**config.mk**
```make
export PLATFORM = sky130hd
export DESIGN_NAME = irrigation_scheduler
export DESIGN_NICKNAME = d
export VERILOG_FILES = /design/src/rtl/irrigation_scheduler.sv
export SDC_FILE = /design/constraint.sdc
export NUM_CORES = 1
export LEC_CHECK = 0
export ABC_CLOCK_PERIOD_IN_PS = 2000
export CAP_MARGIN = 40
export CORE_MARGIN = 2
export CORE_UTILIZATION = 30
export DETAILED_ROUTE_END_ITERATION = 8
export SLEW_MARGIN = 20
export SYNTH_ARGS = -nofsm -noshare
export SYNTH_HDL_FRONTEND = slang
export SYNTH_SLANG_ARGS = --single-unit
export TNS_END_PERCENT = 10
```
**constraint.sdc**
```tcl
create_clock -name clock -period 2 [get_ports clock]
set_input_delay 0.4 -clock clock [delete_from_list [all_inputs] [get_ports clock]]
set_output_delay 0.4 -clock clock [all_outputs]
set_load 0.05 [all_outputs]
```
**src/rtl/irrigation_scheduler.sv**
```systemverilog
// irrigation_scheduler: shares the single tank between sprinkler and drip,
// sequences refills through the inlet valve and latches a refill-timeout fault.
module irrigation_scheduler #(
    parameter int SLOT_LEN     = 8,
    parameter int DEAD_LEN     = 2,
    parameter int FILL_TIMEOUT = 16,
    parameter int LOW_LVL      = 1,
    parameter int FULL_LVL     = 7,
    parameter int ADB_MIN_LVL  = 3
) (
    input  logic       clock,
    input  logic       reset,
    input  logic       req_asp,
    input  logic       req_got,
    input  logic       req_adb,
    input  logic [2:0] nivel,
    input  logic       limp_busy,
    output logic       grant_asp,
    output logic       grant_got,
    output logic       VE,
    output logic       adb_en,
    output logic       erro,
    output logic [2:0] estado
);

    typedef enum logic [2:0] {
        IDLE    = 3'd0,
        FILL    = 3'd1,
        RUN_ASP = 3'd2,
        RUN_GOT = 3'd3,
        DEAD    = 3'd4,
        FAULT   = 3'd5
    } state_t;

    localparam logic [4:0] SLOT_END = 5'(SLOT_LEN - 1);
    localparam logic [4:0] DEAD_END = 5'(DEAD_LEN - 1);
    localparam logic [4:0] FILL_END = 5'(FILL_TIMEOUT - 1);
    localparam logic [4:0] TMR_MAX  = 5'h1f;
    localparam logic [2:0] LOW      = 3'(LOW_LVL);
    localparam logic [2:0] FULL     = 3'(FULL_LVL);
    localparam logic [2:0] ADB_MIN  = 3'(ADB_MIN_LVL);

    state_t     state;
    state_t     state_n;
    logic [4:0] timer;
    logic       last_got;
    logic       is_run;
    logic       own_req;
    logic       other_req;
    logic       slot_end;
    logic       grant_asp_n;
    logic       grant_got_n;
    logic       ve_n;
    logic       adb_en_n;
    logic       erro_n;

    assign is_run    = (state == RUN_ASP) || (state == RUN_GOT);
    assign own_req   = (state == RUN_ASP) ? req_asp : req_got;
    assign other_req = (state == RUN_ASP) ? req_got : req_asp;
    assign slot_end  = (timer == SLOT_END);
    assign estado    = state;

    // state register, timer, round-robin memory and registered outputs
    always_ff @(posedge clock) begin
        if (reset) begin
            state     <= IDLE;
            timer     <= '0;
            last_got  <= 1'b1;
            grant_asp <= 1'b0;
            grant_got <= 1'b0;
            VE        <= 1'b0;
            adb_en    <= 1'b0;
            erro      <= 1'b0;
        end else begin
            state     <= state_n;
            grant_asp <= grant_asp_n;
            grant_got <= grant_got_n;
            VE        <= ve_n;
            adb_en    <= adb_en_n;
            erro      <= erro_n;
            if (state_n != state) begin
                timer <= '0;
            end else if (is_run && slot_end) begin
                timer <= '0;
            end else if (timer != TMR_MAX) begin
                timer <= timer + 5'd1;
            end
            if (state == IDLE && state_n == RUN_ASP) begin
                last_got <= 1'b0;
            end else if (state == IDLE && state_n == RUN_GOT) begin
                last_got <= 1'b1;
            end
        end
    end

    always_comb begin
        state_n = state;
        case (state)
            IDLE: begin
                if (nivel < LOW) begin
                    state_n = FILL;
                end else if (limp_busy) begin
                    state_n = IDLE;
                end else if (req_asp && req_got) begin
                    state_n = last_got ? RUN_ASP : RUN_GOT;
                end else if (req_asp) begin
                    state_n = RUN_ASP;
                end else if (req_got) begin
                    state_n = RUN_GOT;
                end
            end
            FILL: begin
                if (nivel >= FULL) begin
                    state_n = DEAD;
                end else if (timer == FILL_END) begin
                    state_n = FAULT;
                end
            end
            RUN_ASP, RUN_GOT: begin
                if (nivel == 3'd0 || limp_busy || !own_req) begin
                    state_n = DEAD;
                end else if (slot_end && other_req) begin
                    state_n = DEAD;
                end
            end
            DEAD: begin
                if (timer == DEAD_END) begin
                    state_n = IDLE;
                end
            end
            FAULT:   state_n = FAULT;
            default: state_n = IDLE;
        endcase
    end

    // outputs are decoded from the upcoming state so they register with it
    always_comb begin
        grant_asp_n = (state_n == RUN_ASP);
        grant_got_n = (state_n == RUN_GOT);
        ve_n        = (state_n == FILL);
        erro_n      = (state_n == FAULT);
        adb_en_n    = (state_n == RUN_ASP) && req_adb && (nivel >= ADB_MIN);
    end

endmodule
```
==> flow_summary_export.csv <==
group,metric,value,unit
final_layout,drive_gt1_frac,0.233,
pwr,swShare,0.327,
placement,place.gp.congestion,0.818,
yosys,ys_ff_latch,14,
yosys,ys_top_cells_by_count,"dfxtp_1 (14), nor2_1 (13), inv_1 (9)",
timing,rsz0062_at_grt,"no",
global_route,grt_max_degree,11,
setup_path,r2r-start,"timer[0]",
global_route,overflow,0,
worst_hold_path,hold_path_depth,1,
final_layout,final_util,0.455,
drt,wl,2.01,mm
clock_tree,clkLatencyLatePin,0.28,ns
timing,fmax,531,MHz
pwr,internal_power,0.000518,W
setup_path,worst_ep_required_time,2.22,ns
floorplan,rows,18,
clock_tree,clk_pin_slew,0.08,ns
yosys,synth_area,808,µm²
yosys,seq_area_frac_synth,0.347,
yosys,synth_most_common_cell,"dfxtp_1",
pwr,peakVddDrop,0.363,mV
floorplan,core_area,2520,µm²
drt,wl_per_cell,12.6,µm
setup_path,crit_path_end,"VE",
setup_path,max_stage_delay,0.52,ns
final_layout,nFillCells,258,
clock_tree,postCtsHoldBufs,0,
yosys,synthCells,98,
timing,fin_tns_setup,0,ns
drt,ant_nets,0,
clock_tree,cts_setup_buffers,0,
pwr,power_density,670,nW/µm²
clock_tree,cts_max_level,1,
timing,min_period,1.88,ns
yosys,synth_edf_count,0,
pwr,p_leak,0.473,nW
placement,place_hpwl,1.57,mm
setup_path,crit_type,"primary input to register",
timing,maxSlewHeadroom,0.663,
yosys,ys.flop_type,"dfxtp_1",
clock_tree,cts_buffers,3,
timing,period_share,0.941,
timing,worst_slew_pin_slew,0.504,ns
pwr,power_frac_comb,0.312,
setup_path,startpoint,"nivel[0]",
pwr,p_switching,0.000251,W
pwr,power_frac_seq,0.418,
timing,hold_viol_final,0,
drt,vias_per_cell,5.13,
worst_hold_path,min_from,"last_got",
final_layout,design_area,1150,µm²
setup_path,rr_endpoint,"grant_got",
timing,skew,0.00753,ns
yosys,netlist.area_leader.share,0.347,
setup_path,crit_path_top_delay_cell,"or4_4",
floorplan,die_area,3130,µm²
clock_tree,root_buffer,"clkbuf_4",
floorplan,die_h,55.9,µm
setup_path,cp_cell_sequence,"clkdlybuf4s50_1, nor3_2, or2_4, or4_4, a21oi_4, and3_1",
job,drv_cap,0,
yosys,syn_nets,111,
yosys,synthArstFlopShare,0,
status,status,"complete, no violations",
clock_tree,cts_tree,"done",
yosys,synth.distinct_cells,37,
drt,drc,0,
yosys,netlist_top_cells_area,"dfxtp_1 (35%), ha_1 (6.2%), nor2_1 (6.0%), a21oi_1 (5.0%), inv_1 (4.2%)",
drt,drt_iter0_markers,9,
floorplan,start_util,0.320,
floorplan,io_pins,17,
global_route,grt_pass1_vias,775,
final_layout,final_nets,143,
setup_path,worstPathArrival,2.11,ns
final_layout,antenna_cells,0,
clock_tree,clockBufferDepth,2,
setup_path,end_kind,"register",
global_route,antenna_found_initial,0,
setup_path,r2r_slack,0.14,ns
final_layout,area_growth,42.0,%
setup_path,r2r_cells,9,
global_route,grt_usage,0.139,
setup_path,path_max_fanout,5,
placement,place_ws,-0.161,ns
global_route,grt_pass1_wl,3.38,mm
yosys,synth_top_cell_by_area,"dfxtp_1",
timing,setup_viol_count_final,0,
drt,first_pass_iters,4,
setup_path,startpoint_type,"primary input",
floorplan,die_w,55.9,µm
pwr,clkPwrFrac,0.270,
placement,placed_area,1090,µm²
yosys,ys_warn_count,0,
drt,num_vias,815,
timing,drv_slew,0,
clock_tree,cts.sinks,14,
placement,portBuffers,16,
worst_hold_path,holdCritPathClass,"register to register",
timing,setup_ws,0.119,ns
yosys,synth.avg_cell_area,8.25,µm²
==> logic make-up (layout without fill, tap and decap cells) <==
kind of cell / after synthesis / after routing / share of synthesized area
AOI/OAI and AO/OA: 26 / 26 / 0.226
xor gates and xnor gates: 3 / 3 / 0.0325
adders and majority gates: 4 / 4 / 0.0619
buffers and inverters: 11 / 42 / 0.0542
DFF: 14 / 14 / 0.347
muxes: 1 / 1 / 0.0124
and+or+nand+nor: 39 / 39 / 0.266
==> worst max-delay path: cells and delay by family <==
family	cells	cell delay, ns
and+or+nand+nor	4	1.01
buffers and inverters	1	0.51
AOI/OAI and AO/OA	1	0.18
==> state kept, by name (all words and copies together) (netlist names) <==
name	cells
timer	5
estado	3
VE	1
adb_en	1
erro	1
grant_asp	1
grant_got	1
last_got	1
==> layout by cell type (no fill, tap or decap), drive strengths merged, types with 2 or more instances in the layout <==
master,instances
nand2,6
nor4,2
xor2,2
a21oi,9
o2111ai,2
ha,4
nor2b,3
clkbuf,4
a31oi,3
nand2b,2
o21ai,3
nor2,13
clkdlybuf4s50,13
dfxtp,14
nor3,2
or2,2
buf,16
and3,2
inv,9
o21a,2
==> power groups by stage <==
stage	clock network, W	logic [W]	registers [W]
after floorplan	0	0.000106	0.000361
after global placement	0	0.000230	0.000328
after detailed placement	0	0.000232	0.000328
after CTS	0.000215	0.000234	0.000321
after global routing	0.000234	0.000264	0.000326
final	0.000208	0.000240	0.000322
==> layout make-up <==
class,count,area [µm²],area share
flip-flops and latches,14,280,0.244
repair buffers,29,250,0.218
inverters,9,33.8,0.0294
clock buffers,4,36.3,0.0316
well taps,30,37.5,0.0327
multi-input cells,73,509,0.444
==> worst min path at each step <==
stage                          end  slack, ns
after floorplan           last_got       0.44
after global routing      last_got       0.55
final                     last_got       0.51
after CTS                 last_got       0.51
after global placement    last_got       0.48
after detailed placement  last_got       0.49
==> per-stage QoR <==
stage | power [W] | hold WS, ns | instances
final | 0.000769 | 0.506 | 159
after detailed placement | 0.000560 | 0.485 | 155
after global routing | 0.000823 | 0.547 | 159
after global placement | 0.000558 | 0.481 | 155
after floorplan | 0.000467 | 0.435 | 98
after CTS | 0.000770 | 0.507 | 159
==> routing by layer <==
layer / track usage / part of all wire
met5: 0 / 0
met2: 0.231 / 0.49
met3: 0.0535 / 0.047
met4: 0.0510 / 0.011
met1: 0.161 / 0.45
==> repair_timing <==
action / in CTS / in global routing
endpoints found under the setup margin: 0 / 9
gates resized for setup: 0 / 5
hold endpoints to repair: 0 / 0
(Power assumes the default switching activity.)
